$ cat src/rtl/packet_pkg.sv
// Shared packet definitions for the switch port receive path.
package packet_pkg;

  localparam int NUM_PORTS  = 4;
  localparam int SRC_W      = 2;
  localparam int PKT_DATA_W = 8;

  typedef enum logic [1:0] {
    PKT_DATA = 2'd0,
    PKT_CTRL = 2'd1,
    PKT_MGMT = 2'd2,
    PKT_IDLE = 2'd3
  } pkt_type_e;

  // Default-width entry; the receiver rebuilds the same layout at its own DATA_W.
  typedef struct packed {
    logic [SRC_W-1:0]      source;
    pkt_type_e             ptype;
    logic [PKT_DATA_W-1:0] data;
  } rx_entry_t;

endpackage

$ cat src/rtl/rx_fifo.sv
// Synchronous FIFO with a registered read port; full/empty follow the occupancy count.
module rx_fifo
  import packet_pkg::*;
#(
  parameter type entry_t = rx_entry_t,
  parameter int  DEPTH   = 8,
  localparam int PTR_W   = $clog2(DEPTH),
  localparam int LVL_W   = PTR_W + 1
) (
  input  logic             clk,
  input  logic             rst_n,
  input  logic             push_i,
  input  entry_t           push_data_i,
  input  logic             pop_i,
  output logic             rd_valid_o,
  output entry_t           rd_data_o,
  output logic [LVL_W-1:0] level_o,
  output logic             full_o,
  output logic             empty_o
);

  entry_t             mem_q [DEPTH];
  logic [PTR_W-1:0]   wr_ptr_q, wr_ptr_d;
  logic [PTR_W-1:0]   rd_ptr_q, rd_ptr_d;
  logic [LVL_W-1:0]   level_q, level_d;
  logic               full_q, full_d;
  logic               empty_q, empty_d;
  logic               rd_valid_q, rd_valid_d;
  entry_t             rd_data_q, rd_data_d;
  logic               pop_ok;

  // A pop is judged against the pre-cycle empty flag, so push+pop on empty only pushes.
  assign pop_ok = pop_i && !empty_q;

  always_comb begin
    wr_ptr_d   = wr_ptr_q;
    rd_ptr_d   = rd_ptr_q;
    rd_valid_d = pop_ok;
    rd_data_d  = rd_data_q;
    if (push_i) wr_ptr_d = wr_ptr_q + PTR_W'(1);
    if (pop_ok) begin
      rd_ptr_d  = rd_ptr_q + PTR_W'(1);
      rd_data_d = mem_q[rd_ptr_q];
    end
    level_d = level_q + LVL_W'(push_i) - LVL_W'(pop_ok);
    full_d  = (level_d == LVL_W'(DEPTH));
    empty_d = (level_d == '0);
  end

  always_ff @(posedge clk) begin
    if (!rst_n) begin
      wr_ptr_q   <= '0;
      rd_ptr_q   <= '0;
      level_q    <= '0;
      full_q     <= 1'b0;
      empty_q    <= 1'b1;
      rd_valid_q <= 1'b0;
      rd_data_q  <= '0;
    end else begin
      wr_ptr_q   <= wr_ptr_d;
      rd_ptr_q   <= rd_ptr_d;
      level_q    <= level_d;
      full_q     <= full_d;
      empty_q    <= empty_d;
      rd_valid_q <= rd_valid_d;
      rd_data_q  <= rd_data_d;
    end
  end

  always_ff @(posedge clk) begin
    if (push_i) mem_q[wr_ptr_q] <= push_data_i;
  end

  assign rd_valid_o = rd_valid_q;
  assign rd_data_o  = rd_data_q;
  assign level_o    = level_q;
  assign full_o     = full_q;
  assign empty_o    = empty_q;

endmodule

$ cat src/rtl/switch_port_rx.sv
// Egress receiver for one switch port: route check, buffering and saturating statistics.
module switch_port_rx
  import packet_pkg::*;
#(
  parameter int  PORT_ID = 0,
  parameter int  DATA_W  = 8,
  parameter int  DEPTH   = 8,
  parameter int  CNT_W   = 16,
  localparam int LVL_W   = $clog2(DEPTH) + 1
) (
  input  logic                                clk,
  input  logic                                rst_n,
  input  logic                                valid_i,
  input  logic [SRC_W-1:0]                    source_i,
  input  logic [NUM_PORTS-1:0]                target_i,
  input  logic [1:0]                          type_i,
  input  logic [DATA_W-1:0]                   data_i,
  input  logic                                rd_en_i,
  output logic                                rd_valid_o,
  output logic [SRC_W-1:0]                    rd_source_o,
  output logic [1:0]                          rd_type_o,
  output logic [DATA_W-1:0]                   rd_data_o,
  output logic                                empty_o,
  output logic                                full_o,
  output logic [LVL_W-1:0]                    level_o,
  input  logic                                clr_i,
  output logic [NUM_PORTS-1:0][CNT_W-1:0]     src_cnt_o,
  output logic [CNT_W-1:0]                    misroute_cnt_o,
  output logic [CNT_W-1:0]                    overflow_cnt_o
);

  typedef struct packed {
    logic [SRC_W-1:0]  source;
    pkt_type_e         ptype;
    logic [DATA_W-1:0] data;
  } entry_t;

  logic routed, can_write, push, drop, misroute;
  entry_t wr_entry, rd_entry;

  logic [NUM_PORTS-1:0][CNT_W-1:0] src_cnt_q, src_cnt_d;
  logic [CNT_W-1:0]                misroute_cnt_q, misroute_cnt_d;
  logic [CNT_W-1:0]                overflow_cnt_q, overflow_cnt_d;

  // valid_i has no ready: every valid cycle is stored, dropped as overflow, or counted
  // as a misroute in that same cycle. A full FIFO still accepts when a pop frees a slot.
  assign routed    = target_i[PORT_ID];
  assign can_write = !full_o || rd_en_i;
  assign push      = valid_i && routed && can_write;
  assign drop      = valid_i && routed && !can_write;
  assign misroute  = valid_i && !routed;

  assign wr_entry = '{source: source_i, ptype: pkt_type_e'(type_i), data: data_i};

  rx_fifo #(
    .entry_t (entry_t),
    .DEPTH   (DEPTH)
  ) u_fifo (
    .clk         (clk),
    .rst_n       (rst_n),
    .push_i      (push),
    .push_data_i (wr_entry),
    .pop_i       (rd_en_i),
    .rd_valid_o  (rd_valid_o),
    .rd_data_o   (rd_entry),
    .level_o     (level_o),
    .full_o      (full_o),
    .empty_o     (empty_o)
  );

  assign rd_source_o = rd_entry.source;
  assign rd_type_o   = rd_entry.ptype;
  assign rd_data_o   = rd_entry.data;

  // Clear wins over a coincident increment; all counters stick at all-ones.
  always_comb begin
    src_cnt_d      = src_cnt_q;
    misroute_cnt_d = misroute_cnt_q;
    overflow_cnt_d = overflow_cnt_q;
    if (clr_i) begin
      src_cnt_d      = '0;
      misroute_cnt_d = '0;
      overflow_cnt_d = '0;
    end else begin
      if (push && (src_cnt_q[source_i] != '1))
        src_cnt_d[source_i] = src_cnt_q[source_i] + CNT_W'(1);
      if (misroute && (misroute_cnt_q != '1))
        misroute_cnt_d = misroute_cnt_q + CNT_W'(1);
      if (drop && (overflow_cnt_q != '1))
        overflow_cnt_d = overflow_cnt_q + CNT_W'(1);
    end
  end

  always_ff @(posedge clk) begin
    if (!rst_n) begin
      src_cnt_q      <= '0;
      misroute_cnt_q <= '0;
      overflow_cnt_q <= '0;
    end else begin
      src_cnt_q      <= src_cnt_d;
      misroute_cnt_q <= misroute_cnt_d;
      overflow_cnt_q <= overflow_cnt_d;
    end
  end

  assign src_cnt_o      = src_cnt_q;
  assign misroute_cnt_o = misroute_cnt_q;
  assign overflow_cnt_o = overflow_cnt_q;

endmodule

$ cat config.mk
export PLATFORM = sky130hd
export DESIGN_NAME = switch_port_rx
export DESIGN_NICKNAME = d
export VERILOG_FILES = /design/src/rtl/packet_pkg.sv /design/src/rtl/rx_fifo.sv /design/src/rtl/switch_port_rx.sv
export SDC_FILE = /design/constraint.sdc
export NUM_CORES = 1
export LEC_CHECK = 0
export ABC_CLOCK_PERIOD_IN_PS = 8900
export CAP_MARGIN = 20
export CORE_MARGIN = 4
export CORE_UTILIZATION = 53
export DETAILED_ROUTE_END_ITERATION = 6
export PLACE_DENSITY = 0.78
export REMOVE_ABC_BUFFERS = 1
export SYNTH_ARGS = -nofsm -noshare
export SYNTH_HDL_FRONTEND = slang
export SYNTH_SLANG_ARGS = --single-unit
export TNS_END_PERCENT = 1
$ cat constraint.sdc
create_clock -name clk -period 8.9 [get_ports clk]
set_clock_uncertainty 0.1 [all_clocks]
set_input_delay 2.67 -clock clk [delete_from_list [all_inputs] [get_ports clk]]
set_output_delay 2.67 -clock clk [all_outputs]
set_load 0.05 [all_outputs]
== Word level (Yosys, flattened, before mapping) ==
Memory sizes are Yosys's and may differ from the RTL's. A register that Yosys moved wholly into a read port is not among the register bits.
Index checks and enable logic that the tools add are counted.

* Memories: 1
* Flip-flop bits (word level): 109
* Logic and storage cells: 51
* Input bits: 21
* Output and inout port bits: 115
* RAM bits: 96

* Reductions and logical operators: 17
* Bitwise gates (word level): 1
* Order comparisons: 2
* Eq/ne operators: 4
* $add $sub $neg: 7
* Multiplexer cells: 7

{| class="wikitable"
|+ Memories
! name !! depth !! bits a word !! read ports !! clocked after Yosys merged registers in !! wr ports !! RTL line !! RTL
|-
| u_fifo.mem_q || 8 || 12 || 1 || 1 || 1 || rx_fifo.sv:22 || <nowiki>entry_t mem_q [DEPTH];</nowiki>
|}

{| class="wikitable"
|+ Operator list
! kind !! count
|-
| bitwise mux 64 bit || 1
|-
| adder 16 x 1 -> 16 bit, second input constant || 3
|-
| != test 16 bit, second input constant || 3
|-
| binary-select mux 16 bit (select 2 bit) || 1
|-
| demux 16 bit (select 2 bit) || 1
|-
| 2-to-1 mux 16 bit || 2
|-
| logical AND 1 bit || 9
|-
| adder 3 x 1 -> 3 bit, second input constant || 2
|-
| logical NOT 1 bit || 5
|-
| adder 4 x 1 -> 4 bit || 1
|-
| == test 4 bit, second input constant || 1
|-
| logical NOT 4 bit || 1
|-
| subtractor 4 x 1 -> 4 bit || 1
|-
| less-than comparator 2 x 3 -> 1 bit, second input constant || 1
|-
| >= comparator 2 x 1 -> 1 bit, second input constant || 1
|-
| 2-to-1 mux 1 bit || 2
|-
| OR reduction 2 bit || 1
|-
| logical OR 1 bit || 1
|-
| inverter 1 bit || 1
|}

== Longest topological paths before layout ==
* Depth after elaboration: 6
* Depth in mapped cells: 11
* Depth with buffers taken out: 9

== By module ==
Synthesis repeated with hierarchy kept, for this count alone.

* Cell total of the unflattened synthesis: 750
* Area total of the unflattened synthesis: 9,076.2 sq um

{| class="wikitable"
|+ By module, submodules not included
! module !! cells each !! times used !! seq. area each (sq um) !! area an instance (sq um)
|-
| rx_fifo || 302 || 1 || 3,383.2 || 4,703.3
|-
| switch_port_rx || 448 || 1 || 1,921.8 || 4,372.9
|}

== Worst setup path before layout ==
Ideal clock, no wire load.

* Kind: input to register
* Start point: in rd_en_i
* End point: mem u_fifo.mem_q[1][0] (netlist bit), enable pin
* Stages: 3
* Arrival: 4,463 ps
* Required time: 8,383 ps
* Setup time: 417 ps
* Buffers on the path: 0
* Setup slack: 3,919 ps
* Path through: nand2b_1 > nand3_1 > nor4b_1

* Word-level cells in the longest chain between the ends: 4

{| class="wikitable"
|+ RTL lines
! element !! RTL line !! RTL
|-
| start: declaration || switch_port_rx.sv:18 || <nowiki>input logic rd_en_i,</nowiki>
|-
| logical OR 1 bit || switch_port_rx.sv:48 || <nowiki>assign can_write = !full_o || rd_en_i;</nowiki>
|-
| logical AND 1 bit || switch_port_rx.sv:49 || <nowiki>assign push = valid_i && routed && can_write;</nowiki>
|-
| 2-to-1 mux 1 bit || rx_fifo.sv:71 || <nowiki>if (push_i) mem_q[wr_ptr_q] <= push_data_i;</nowiki>
|-
| 2-to-1 mux 1 bit (implied by the code) || rx_fifo.sv:71 ||
|-
| end: declaration || rx_fifo.sv:22 ||
|}

Every way passes these cells.

== Final worst setup path ==
* Start point: in source_i[0]
* End point: reg src_cnt_q, in the netlist src_cnt_o[37]

* Word-level cells in the longest chain between the ends: 5
* Elaborated cells on any way between the ends: 11
* Classes of those cells: add/sub (1); order compare (2); eq/ne (1); mux (5); reduce/logical (2)

{| class="wikitable"
|+ RTL lines
! element !! RTL line !! RTL
|-
| start: declaration || switch_port_rx.sv:14 || <nowiki>input logic [SRC_W-1:0] source_i,</nowiki>
|-
| parallel branches: the longest is 5 deep, another holds adder 16 x 1 -> 16 bit || n/a ||
|-
| end signal: assignment || switch_port_rx.sv:100 || <nowiki>src_cnt_q <= src_cnt_d;</nowiki>
|-
| end: declaration || switch_port_rx.sv:41 || <nowiki>logic [NUM_PORTS-1:0][CNT_W-1:0] src_cnt_q, src_cnt_d;</nowiki>
|}

Parallel ways; which one is timed is not known. The select of a mux whose other input is x is not followed.
A chain may end at the register's enable or synchronous reset.

==> results.cfg <==
[sta]
slew_headroom_pct = 25.4
fin_tns_setup_ns = 0
finalCritPeriodShare_pct = 70.6
finalSetupViolCount = 0
tightest_slew_ns = 1.11
fmax_mhz = 159
finalCriticalPeriod_ns = 6.29
holdWs_ns = 0.396
hold_viol = 0
rsz0062_at_grt = false
drv_slew = 0

[final_layout]
area_growth_pct = 24.7
num_antenna_cells = 0
most-common-layout-cells = 132 x clkdlybuf4s50_1, 121 x dfxtp_1, 96 x edfxtp_1
drive_above_1_share_pct = 15.3
fin_area_um2 = 11700
seq_area_um2 = 5310
fin_cells = 1100
multi_input_area_um2 = 3760
nFillCells = 1232
layout_commonest_cell = clkdlybuf4s50_1
layout.nets = 891

[clocking]
cts_tree = built
post_cts_buffers = 0
clkTransAtPathRegs_ns = 0.06
cts.repair.resized = 0
clk_latency_ns = 0.51
cts_buffer_depth = 3
cts_sinks = 217
ctsHoldBuffers = 0
numCtsBuffers = 24
cts_root_buffer = clkbuf_16
htreeDepth = 1

[job]
maxCapViolCount = 0

[global_routing]
grt_pass1_vias = 6788
antenna_found_initial = 0
grt_pass1_wl_um = 36600
grtUsageTotal_pct = 22.8
grt_max_degree = 97
overflow = 0

[critical_path]
path_depth = 8
crit_top_cell = buf_4
cp_max_fo = 33
endpoint_kind = register
cp_slowest_cell = or4_2
required_ns = 9.14
ff2ff_setup_slack_ns = 5.69
cp-start-kind = input port
reg2reg_to = src_cnt_o[37]$_SDFFE_PP0P_
timing.rr.start = u_fifo.full_o$_SDFF_PN0_
worstPathCellList = clkdlybuf4s50_1 > buf_4 > mux4_1 > nand4_2 > or4_2 > buf_4 > a21oi_1 > a211oi_1
path_delay_family = buffers and inverters
cpPeakStageDelay_ns = 1.11
r2r_cells = 6
critical_path_arrival_ns = 6.52
cp_num_buf_inv = 3
critPathKind = in2reg

[synthesis]
ys_seq_area_share_pct = 56.7
ys.flop_type = dfxtp_1
synth_area_um2 = 9360
synthCells = 733
synthArstFlopShare_pct = 0
yosysUniqueCellTypes = 51
synth-edff-count = 96
ys_ff_latch = 217
synthTopCellsByArea = edfxtp_1 31%, dfxtp_1 26%, mux4_2 8.7%, a211oi_1 3.8%, a21oi_1 2.6%
yosys.area.top_type_share_pct = 30.8
synth_warnings = 0
yosys.area.top_type = edfxtp_1
avgSynthCellArea_um2 = 12.8

[hold_path]
hp-class = reg2reg
holdPathStages = 1
hold_start = u_fifo.rd_data_o[5]$_SDFFE_PN0P_
min_to = u_fifo.rd_data_o[5]$_SDFFE_PN0P_

[placed_design]
place_area_um2 = 10900
dp_hpwl_um = 14600
portBuffers = 132
place.gp.congestion = 0.891
place_inst = 1057

[power_and_ir_drop]
ir_drop_uv = 168
cellLeakagePower_nw = 3.88
power.density_nw_per_um2 = 213

[floorplanning]
ios = 136
initial_core_util_pct = 54.1
core-area_um2 = 17300
die-width_um = 141
die_area_um2 = 19900
rows = 48
die_height_um = 141

[routing]
dr.pass1.iters = 5
ant_nets = 0
drc = 0
drtIter0Drc = 523
routed_via_density = 6.04
wirelength_um = 22800
vias = 6647
routedWlPerCell_um = 20.8

[status]
status = complete, no violations
[registers in the layout, summed over array words and instances (netlist names)]
name               cells
u_fifo.mem_q          96
overflow_cnt_o        16
u_fifo.wr_ptr_q        3
u_fifo.empty_o         1
u_fifo.rd_valid_o      1
u_fifo.rd_data_o      12
u_fifo.rd_ptr_q        3
u_fifo.full_o          1
u_fifo.level_o         4
misroute_cnt_o        16
src_cnt_o             64
[routing by layer]
metal | global-route usage, % | vias to the layer above | wire [um]
li1 | - | 3053 | -
met4 | 8.47 | 0 | 756
met5 | 0 | - | 0
met3 | 5.05 | 53 | 1700
met2 | 37.0 | 280 | 10800
met1 | 30.3 | 3261 | 9550
[worst max path at each step]
stage / from / end / slack (ns)
finish: source_i[0] / src_cnt_o[37]$_SDFFE_PP0P_ / 2.61
global route: source_i[0] / src_cnt_o[16]$_SDFFE_PP0P_ / 2.42
CTS: source_i[0] / src_cnt_o[16]$_SDFFE_PP0P_ / 2.64
detailed placement: source_i[0] / src_cnt_o[16]$_SDFFE_PP0P_ / 2.10
global placement: source_i[0] / src_cnt_o[6]$_SDFFE_PP0P_ / 2.24
floorplan: source_i[0] / src_cnt_o[0]$_SDFFE_PP0P_ / 3.34
[final cells by class]
class,instances,area share (%)
tap,225,2.41
multi-input combinational,451,32.2
inverter,13,0.418
timing repair buffer,153,12.9
sequential,217,45.4
clock inverter,7,0.761
clock buffer,34,5.90
[through the flow]
step                      utilization (%)  total power [mW]  setup slack, ns
after CTS                            67.4              2.50             2.64
after global routing                 67.5              2.58             2.42
after floorplan                         -              1.40             3.34
after detailed placement             62.9              1.53             2.10
final                                67.5              2.48             2.61
after global placement               62.8              1.52             2.24
[cell families after synthesis]
logic type      Yosys count  synth area share, %
compound gates          165                 12.4
xor+xnor                 41                 3.83
fa+ha+maj                10                 1.42
buf+inv                  65                 3.78
flops                   217                 56.7
mux                      56                 11.5
simple gates            179                 10.4
[synth_stat cells (3+ instances only)]
| master | number |
|---|---|
| edfxtp_1 | 96 |
| nand3_1 | 14 |
| dfxtp_1 | 121 |
| mux2i_1 | 16 |
| nor4_1 | 4 |
| nand3_2 | 3 |
| nand2_1 | 32 |
| buf_6 | 9 |
| buf_2 | 9 |
| nor4b_1 | 3 |
| buf_1 | 5 |
| mux4_2 | 36 |
| o31ai_1 | 5 |
| xnor2_1 | 20 |
| xor2_1 | 21 |
| a211oi_1 | 48 |
| nand4_2 | 3 |
| nor3_1 | 31 |
| o211a_1 | 12 |
| o21ai_0 | 11 |
| and2_1 | 8 |
| nor2b_1 | 4 |
| a21oi_1 | 48 |
| or3_1 | 7 |
| and3_1 | 7 |
| nand4_1 | 6 |
| a21oi_2 | 25 |
| or4_1 | 5 |
| o2111ai_1 | 7 |
| mux4_1 | 4 |
| clkbuf_1 | 26 |
| nor3b_1 | 5 |
| ha_1 | 9 |
| nor2_1 | 36 |
| inv_1 | 12 |
| nor4_2 | 3 |
| o211ai_1 | 5 |
[power breakdown]
part	total, mW	switching [mW]	internal, mW
sequential	1.11	0.0270	1.08
clock	0.972	0.378	0.593
combinational	0.406	0.238	0.168
No activity file was read; power rests on OpenSTA's default activity.
